## config.mk

```make
export PLATFORM = sky130hd
export DESIGN_NAME = bram_arbiter
export DESIGN_NICKNAME = d
export VERILOG_FILES = /design/src/rtl/bram_arbiter.sv
export SDC_FILE = /design/constraint.sdc
export NUM_CORES = 1
export LEC_CHECK = 0
export CORE_MARGIN = 4
export CORE_UTILIZATION = 28
export CTS_CLUSTER_DIAMETER = 80
export DETAILED_ROUTE_END_ITERATION = 7
export PLACE_DENSITY = 0.75
export REMOVE_ABC_BUFFERS = 1
export SYNTH_ARGS = -nofsm -noshare
export SYNTH_HDL_FRONTEND = slang
export SYNTH_SLANG_ARGS = --single-unit
export TNS_END_PERCENT = 5
```

## constraint.sdc

```tcl
create_clock -name clock -period 1.4 [get_ports clock]
set_input_delay 0.35 -clock clock [delete_from_list [all_inputs] [get_ports clock]]
set_output_delay 0.35 -clock clock [all_outputs]
set_load 0.05 [all_outputs]
```

## src/rtl/bram_arbiter.sv

```systemverilog
// Two-requester round-robin arbiter in front of a single-port-per-direction BRAM,
// with an optional zero-fill sweep of the whole memory after reset.
module bram_arbiter #(
  parameter int          DATA_WIDTH     = 16,
  parameter int          ADDRESS_WIDTH  = 11,
  parameter int unsigned CLEAR_ON_RESET = 1
) (
  input  logic                     clock,
  input  logic                     reset_n,
  input  logic                     a_valid,
  output logic                     a_ready,
  input  logic                     a_wen,
  input  logic [ADDRESS_WIDTH-1:0] a_addr,
  input  logic [DATA_WIDTH-1:0]    a_wdata,
  output logic                     a_rsp_valid,
  output logic [DATA_WIDTH-1:0]    a_rsp_data,
  input  logic                     b_valid,
  output logic                     b_ready,
  input  logic                     b_wen,
  input  logic [ADDRESS_WIDTH-1:0] b_addr,
  input  logic [DATA_WIDTH-1:0]    b_wdata,
  output logic                     b_rsp_valid,
  output logic [DATA_WIDTH-1:0]    b_rsp_data,
  output logic                     busy,
  output logic [ADDRESS_WIDTH-1:0] mem_raddr,
  input  logic [DATA_WIDTH-1:0]    mem_dout,
  output logic                     mem_wen,
  output logic [ADDRESS_WIDTH-1:0] mem_waddr,
  output logic [DATA_WIDTH-1:0]    mem_din
);

  typedef enum logic {
    ST_CLEAR = 1'b0,
    ST_RUN   = 1'b1
  } state_e;

  localparam state_e                     RESET_STATE = (CLEAR_ON_RESET != 0) ? ST_CLEAR : ST_RUN;
  localparam logic [ADDRESS_WIDTH-1:0]   LAST_ADDR   = {ADDRESS_WIDTH{1'b1}};
  localparam logic [ADDRESS_WIDTH-1:0]   ADDR_ONE    = {{(ADDRESS_WIDTH-1){1'b0}}, 1'b1};

  state_e                     state_q, state_d;
  logic [ADDRESS_WIDTH-1:0]   clear_cnt_q, clear_cnt_d;
  logic                       last_grant_q, last_grant_d;  // 1'b1 = B was granted last
  logic                       a_rsp_valid_q, a_rsp_valid_d;
  logic                       b_rsp_valid_q, b_rsp_valid_d;
  logic                       grant_a, grant_b;

  // State, sweep counter, round-robin pointer and response flags
  always_ff @(posedge clock or negedge reset_n) begin
    if (!reset_n) begin
      state_q       <= RESET_STATE;
      clear_cnt_q   <= '0;
      last_grant_q  <= 1'b1;
      a_rsp_valid_q <= 1'b0;
      b_rsp_valid_q <= 1'b0;
    end else begin
      state_q       <= state_d;
      clear_cnt_q   <= clear_cnt_d;
      last_grant_q  <= last_grant_d;
      a_rsp_valid_q <= a_rsp_valid_d;
      b_rsp_valid_q <= b_rsp_valid_d;
    end
  end

  // Next state, arbitration and memory port steering
  always_comb begin
    state_d       = state_q;
    clear_cnt_d   = clear_cnt_q;
    last_grant_d  = last_grant_q;
    a_rsp_valid_d = 1'b0;
    b_rsp_valid_d = 1'b0;
    grant_a       = 1'b0;
    grant_b       = 1'b0;
    mem_wen       = 1'b0;
    mem_waddr     = '0;
    mem_din       = '0;
    mem_raddr     = '0;
    case (state_q)
      ST_CLEAR: begin
        // reset_n gating keeps the write strobe low while reset is held
        mem_wen     = reset_n;
        mem_waddr   = clear_cnt_q;
        clear_cnt_d = clear_cnt_q + ADDR_ONE;
        if (clear_cnt_q == LAST_ADDR) begin
          state_d = ST_RUN;
        end else begin
          state_d = ST_CLEAR;
        end
      end
      ST_RUN: begin
        grant_a = reset_n && a_valid && (!b_valid || last_grant_q);
        grant_b = reset_n && b_valid && (!a_valid || !last_grant_q);
        if (grant_a) begin
          last_grant_d = 1'b0;
          if (a_wen) begin
            mem_wen   = 1'b1;
            mem_waddr = a_addr;
            mem_din   = a_wdata;
          end else begin
            mem_raddr     = a_addr;
            a_rsp_valid_d = 1'b1;
          end
        end else if (grant_b) begin
          last_grant_d = 1'b1;
          if (b_wen) begin
            mem_wen   = 1'b1;
            mem_waddr = b_addr;
            mem_din   = b_wdata;
          end else begin
            mem_raddr     = b_addr;
            b_rsp_valid_d = 1'b1;
          end
        end else begin
          last_grant_d = last_grant_q;
        end
      end
      default: begin
        state_d = RESET_STATE;
      end
    endcase
  end

  assign a_ready     = grant_a;
  assign b_ready     = grant_b;
  assign busy        = (state_q == ST_CLEAR);
  assign a_rsp_valid = a_rsp_valid_q;
  assign b_rsp_valid = b_rsp_valid_q;
  assign a_rsp_data  = a_rsp_valid_q ? mem_dout : '0;
  assign b_rsp_data  = b_rsp_valid_q ? mem_dout : '0;

endmodule

```

==> summary.txt, run 1 <==
Run status
  • Status: finished with violations
  • Failing checks: negative setup slack

Synth
  • Syn. warnings: 0
  • Synthesized area per cell: 7.530 µm²
  • Synth Flop Type: dfrtp_1
  • Async set-reset flop share out of synthesis: 1.000
  • Synth Register Bits: 15
  • Post-synth top area cell: dfrtp_1
  • Top-area cell type share of the netlist area: 0.2124
  • Largest cells by area after synthesis: dfrtp_1, and2_1, nand4_1
  • Number of flops mapped to enable cells by yosys: 0
  • Top-count cell post-synth: and2_1
  • Mapped cell area: 1649 µm²
  • Synth Instances: 219
  • Commonest cells post-synth: and2_1, nand3_1, nand4_1, a21oi_1, dfrtp_1
  • Number of distinct library cells after synthesis: 34
  • Seq/Total Area, Yosys: 0.2284

Timing
  • Final setup margin: -0.6869 ns
  • RSZ-0062 raised after global routing: true
  • Slew Limit Fails: 0
  • Setup TNS Final: -27.08 ns
  • Worst-Margin Slew: 0.2799 ns
  • Fin crit share: 1.491
  • Slew HR: 0.8109
  • Fin crit period: 2.087 ns
  • FMAX: 479.2 MHz
  • Final hold vios: 0
  • Setup Viol. Count Final: 80
  • Skew final: 0.002531 ns

CTS
  • H-tree depth: 1
  • Clock Tree Buf Depth: 2
  • Clk root buf: clkbuf_8
  • Worst skew pair latency: 0.25 ns
  • CTS Sinks: 15
  • CTS tree: yes
  • CTS clk-pin slew, worst paths: 0.06 ns
  • CTS Buf Count: 3
  • Cts hold-fix bufs: 0

Floorplan
  • Core area: 5608 µm²
  • Die Wd: 84.75 µm
  • Die outline area: 7182 µm²
  • Row count: 27
  • Initial Util: 0.2941
  • I/O pin total: 152
  • Die Ht: 84.75 µm

Drt
  • # DRC: 0
  • DR vias: 2612
  • Initial drt markers: 107
  • Vias per cell: 5.666
  • Post-route ant nets: 0
  • First-pass detailed-route iteration total: 4
  • WL final: 9791 µm
  • Wirelength per Cell: 21.24 µm

Layout
  • Final nets: 467
  • Area grow syn2layout: 184.3%
  • Post-route insts no fill: 461
  • Share of layout cells above drive strength 1: 0.5219
  • Non-Filler Cell Area, Final: 4688 µm²
  • Number of diodes: 0

Setup path
  • Slowest stage delay, CP: 0.38 ns
  • Critical Path Fanout Max: 7
  • Critical path's slowest cell: dfstp_2
  • Crit Path Category: flop to output pin
  • WP data arrival: 1.74 ns
  • Crit path top cell by count: buf_6
  • Critical Path RT: 1.05 ns
  • Worst setup SP type: flop
  • Critical path capture point type: output pin
  • Crit-path cells: buf_6, a21boi_4, nor3b_4, buf_6, a22o_1, buf_12

Place
  • Final HPWL DP: 6784 µm
  • Cell Area, Placed: 4146 µm²
  • GPL Wtd Cong: 0.8137
  • IO Port Bufs: 151
  • Placed cell count: 452
  • Pre-CTS WS: -0.8573 ns

Power
  • Peak VDD IR: 0.2880 mV
  • Pwr dens: 262.6 nW/µm²
  • Total leakage power: 1.858 nW

GRT
  • Number of global-route vias before repair: 2796
  • Initial antenna violation count: 0
  • GRT overflow: 0
  • Aggregate global-route resource usage: 0.2480
  • Largest net degree at the start of global routing: 25
  • First-pass GRT wire length: 14450 µm

Hold path
  • Worst Hold Class: input port to async pin

Run
  • Max-Cap Viols: 0
[timing repair]
action,4_1_cts,5_1_grt
endpoints found under the setup margin,79,83
resized for setup,100,26
buffers inserted,2,0
endpoints found under the hold margin,0,0
gates cloned,3,0
pin swaps,39,26
[critical path: cells and delay by family, from the launching register on]
kind,cells,cell delay [ns]
compound gates,2,0.38
buf+inv,3,0.45
flops,1,0.38
simple gates,1,0.27
[worst paths after layout]
kind	endpoint	from	cells past startpoint	slack, ns
min	clear_cnt_q[10]	reset_n	2	0.27
min in group clock	clear_cnt_q[8]	clear_cnt_q[8]	1	0.55
max	mem_raddr[6]	last_grant_q	6	-0.69
max reg2reg	clear_cnt_q[9]	state_q	5	-0.19
max in group asynchronous	last_grant_q	reset_n	2	0.88
min reg2reg	clear_cnt_q[8]	clear_cnt_q[8]	1	0.55
[per-layer routing]
| metal | share of wire | GRT usage | wire [µm] |
|---|---|---|---|
| met3 | 0.077 | 0.06575 | 750 |
| met2 | 0.51 | 0.4463 | 4985 |
| met1 | 0.37 | 0.2663 | 3580 |
| met5 | 0 | 0 | 0 |
| met4 | 0.048 | 0.1209 | 474 |
[sequential cells by signal (all words and copies together) (netlist names)]
register,flops
state_q,1
b_rsp_valid,1
a_rsp_valid,1
clear_cnt_q,11
last_grant_q,1
[where the power goes]
group | switching [mW] | internal (mW) | leakage (nW)
sequential | 0 | 0.434 | 0.191
clock | 0.150 | 0.202 | 0.0228
combinational | 0.187 | 0.259 | 1.64
total | 0.337 | 0.894 | 1.86
[logic make-up after synthesis]
kind of cell | Yosys count | synth area share
adders and majority gates | 1 | 0.007586
and+or+nand+nor | 126 | 0.4393
AOI/OAI and AO/OA | 42 | 0.1715
xor gates and xnor gates | 10 | 0.05311
DFF | 15 | 0.2284
buffers and inverters | 24 | 0.09332
muxes | 1 | 0.006828
[per-stage QoR]
step | power (mW) | utilization | hold WS [ns]
after floorplan | 0.5055 | - | 0.05441
after global placement | 0.8185 | 0.7394 | 0.4899
after detailed placement | 0.8285 | 0.7394 | 0.4974
after CTS | 1.209 | 0.8110 | 0.2384
after global routing | 1.275 | 0.8360 | 0.2927
final | 1.231 | 0.8360 | 0.2703
[layout by cell type (no fill, tap or decap), types with 2 or more instances in the layout]
cell             netlist  final
a31oi_4                0      4
nand3_1               28     27
clkbuf_8               0      3
a22o_4                 0      7
dfrtp_1               14     14
buf_6                  2     12
clkdlybuf4s50_1        0     54
and2_4                 0     34
nor3_1                 2      2
nand2_1                9      9
nand4_1               28     28
xor2_1                 4      4
dlymetal6s2s_1         0      4
a22o_1                11      4
buf_12                 0     81
xnor2_1                6      6
dlygate4sd2_1          0     15
nor2_1                13     12
buf_4                 10     20
a21oi_2                0     16
a31oi_2                0      7
[cell type report]
class,instances,area [µm²]
Clock buffer,4,45.04
Tap cell,72,90.09
Timing Repair Buffer,189,2683
Inverter,1,11.26
Multi-Input combinational cell,180,1483
Sequential cell,15,376.6
Fill cell,277,919.6
Power figures use the tool's default switching activity.
==> run 2, diff against run 1 <==
--- a/config.mk
+++ b/config.mk
@@ -8,6 +8,7 @@
 export CORE_MARGIN = 4
 export CORE_UTILIZATION = 28
 export CTS_CLUSTER_DIAMETER = 80
+export CTS_CLUSTER_SIZE = 30
 export DETAILED_ROUTE_END_ITERATION = 7
 export PLACE_DENSITY = 0.75
 export REMOVE_ABC_BUFFERS = 1
==> results of run 2 <==
Final layout, timing and power as in run 1 (identical DEF).
==> run 3, diff against run 2 <==
--- a/config.mk
+++ b/config.mk
@@ -10,6 +10,7 @@
 export CTS_CLUSTER_DIAMETER = 80
 export CTS_CLUSTER_SIZE = 30
 export DETAILED_ROUTE_END_ITERATION = 7
+export GPL_TIMING_DRIVEN = 0
 export PLACE_DENSITY = 0.75
 export REMOVE_ABC_BUFFERS = 1
 export SYNTH_ARGS = -nofsm -noshare
==> run 3 against run 2 <==
  * The flow still finishes with violations (negative setup slack)
  * Worst hold slack worse by 0.16 ns
  * Die area stayed put
  * Combinational power is 11% lower
  * Sequential share of layout area is 2.9 points higher
==> summary.txt, run 3 (same netlist as run 1, synthesis figures left out) <==
Run status
  • Status: finished with violations
  • Failing checks: negative setup slack

Setup path
  • R2R depth: 4 (-1)
  • Reg-to-reg startpoint: state_q
  • Crit Path Category: flop to output pin
  • Worst setup SP type: flop
  • WP data arrival: 1.80 ns (+0.06 ns)
  • Setup slack, reg-to-reg: -0.20 ns (about the same)
  • Critical Path RT: 1.05 ns (about the same)
  • CP endpoint: mem_raddr[0]
  • Worst setup startpoint: state_q
  • Critical path capture point type: output pin
  • Worst R2R End: clear_cnt_q[9]
  • Critical Path Fanout Max: 17 (+10)

CTS
  • CTS Buf Count: 3 (unchanged)
  • CTS tree: yes
  • Clk root buf: clkbuf_8
  • Worst skew pair latency: 0.27 ns (+0.02 ns)
  • H-tree depth: 1 (unchanged)
  • CTS Sinks: 15 (unchanged)
  • CTS clk-pin slew, worst paths: 0.08 ns (+0.02 ns)
  • Clock Tree Buf Depth: 2 (unchanged)

Layout
  • Commonest cells after routing, fill and taps aside: clkdlybuf4s50_1, buf_6, and2_1
  • Area grow syn2layout: 112.6%
  • Reg with most FFs: clear_cnt_q
  • Max reg flops: 11 (unchanged)
  • Commonest non-fill, non-tap cell in the layout: clkdlybuf4s50_1
  • Util after Layout: 0.6252 (-0.2108)
  • Number of diodes: 0 (unchanged)
  • Final nets: 450 (-3.6%)
  • Fill count: 508 (+83%)
  • Share of layout cells above drive strength 1: 0.3575 (-0.1643)

Timing
  • FMAX: 464.6 MHz (-3.1%)
  • Slew Limit Fails: 0 (unchanged)
  • Setup TNS Final: -31.10 ns (-4.022 ns)
  • Worst hold slack: 0.1144 ns (-0.1559 ns)
  • Final hold vios: 0 (unchanged)
  • RSZ-0062 raised after global routing: true
  • Setup Viol. Count Final: 80 (unchanged)
  • Slew HR: 0.6742 (-0.1367)
  • Skew final: 0.007371 ns (+0.004840 ns)
  • Fin crit period: 2.153 ns (+0.06572 ns)
  • Fin crit share: 1.538 (+0.04694)
  • Final setup margin: -0.7526 ns (-0.06572 ns)
  • Worst-Margin Slew: 0.4906 ns (+0.2107 ns)

Power
  • Pwr dens: 352.1 nW/µm² (+34%)
  • Peak VDD IR: 0.2807 mV (-2.5%)
  • Total leakage power: 1.410 nW (-24%)
  • Total power: 1.235 mW (+0.28%)

Floorplan
  • Die outline area: 7182 µm² (unchanged)
  • Row count: 27 (unchanged)
  • Die Ht: 84.75 µm (unchanged)
  • I/O pin total: 152 (unchanged)
  • Core area: 5608 µm² (unchanged)
  • Die Wd: 84.75 µm (unchanged)
  • Initial Util: 0.2941 (unchanged)

Place
  • GPL Wtd Cong: 0.8339 (+2.5%)
  • Final HPWL DP: 5246 µm (-23%)
  • IO Port Bufs: 151 (unchanged)

Drt
  • Vias per cell: 5.554 (-2.0%)
  • WL final: 8340 µm (-15%)
  • First-pass detailed-route iteration total: 4 (unchanged)
  • Post-route ant nets: 0 (unchanged)
  • DR vias: 2466 (-5.6%)
  • Initial drt markers: 139 (+30%)
  • # DRC: 0 (unchanged)
  • Wirelength per Cell: 18.78 µm (-12%)

GRT
  • Aggregate global-route resource usage: 0.2166 (-0.03143)
  • Number of global-route vias before repair: 2404 (-14%)
  • GRT overflow: 0 (unchanged)
  • Largest net degree at the start of global routing: 33 (+32%)
  • Initial antenna violation count: 0 (unchanged)
  • First-pass GRT wire length: 12430 µm (-14%)

Hold path
  • Worst Hold Class: input port to async pin

Run
  • Max-Cap Viols: 0 (unchanged)
run 3: cell count changes in the layout (fill, tap and decap cells not counted), moves of 5 or more:
cell             delta
buf_12             -80
buf_4               +5
a31oi_1            +11
a22o_1              +7
buf_6              +44
clkdlybuf4s50_1     +8
a22o_4              -7
a31oi_2             -7
and2_4             -28
and2_1             +30
run 3: report_power, final:
group	switching (mW)	leakage [nW]	internal (mW)	total (mW)
combinational	0.169	1.20	0.230	0.399
sequential	0	0.186	0.433	0.433
clock	0.201	0.0217	0.202	0.403
run 3: layout make-up:
cell class	instances	area (µm²)	share of cell area
clock inverter	1	7.507	0.002141
multi-input combinational	187	1309	0.3733
sequential	15	382.9	0.1092
timing repair buffer	165	1667	0.4754
inverter	1	8.758	0.002498
tap	72	90.09	0.02570
clock buffer	3	41.29	0.01178
run 3: worst min path at each step:
stage                    startpoint               to  cells after the start
finish                      reset_n     last_grant_q                      1
global route                reset_n     last_grant_q                      1
CTS                         reset_n   clear_cnt_q[0]                      1
detailed placement  clear_cnt_q[10]  clear_cnt_q[10]                      1
global placement     clear_cnt_q[9]   clear_cnt_q[9]                      1
floorplan                   reset_n      a_rsp_valid                      0
run 3: stage by stage:
step / instances / instance area, µm² / setup WS [ns]
after floorplan: 196 / 1499 / -1.084
after global placement: 419 / 3100 / -3.513
after detailed placement: 419 / 3100 / -3.561
after CTS: 442 / 3366 / -0.7390
after global routing: 444 / 3506 / -0.8023
final: 444 / 3506 / -0.7526
run 3: worst max-delay path: stages (launching register included):
cell      delay [ns]
dfrtp_4         0.58
nand2_2         0.17
and4bb_4        0.45
a22o_1          0.17
buf_6           0.16
run 3: metal layers:
layer  routed length, µm  GRT usage  vias up
li1                    -          -     1131
met1                3172     0.2534     1168
met2                4158     0.3779      150
met3                 793    0.05201       17
met4                 215    0.08633        0
met5                   0          0        -
run 3: what timing repair did:
| action | CTS | global route |
|---|---|---|
| hold buffers | 0 | 2 |
| hold endpoints to repair | 0 | 6 |
| buffers inserted | 12 | 0 |
| setup endpoints to repair | 90 | 85 |
| pin swaps | 11 | 17 |
| resized for setup | 546 | 38 |
| cloned | 7 | 0 |
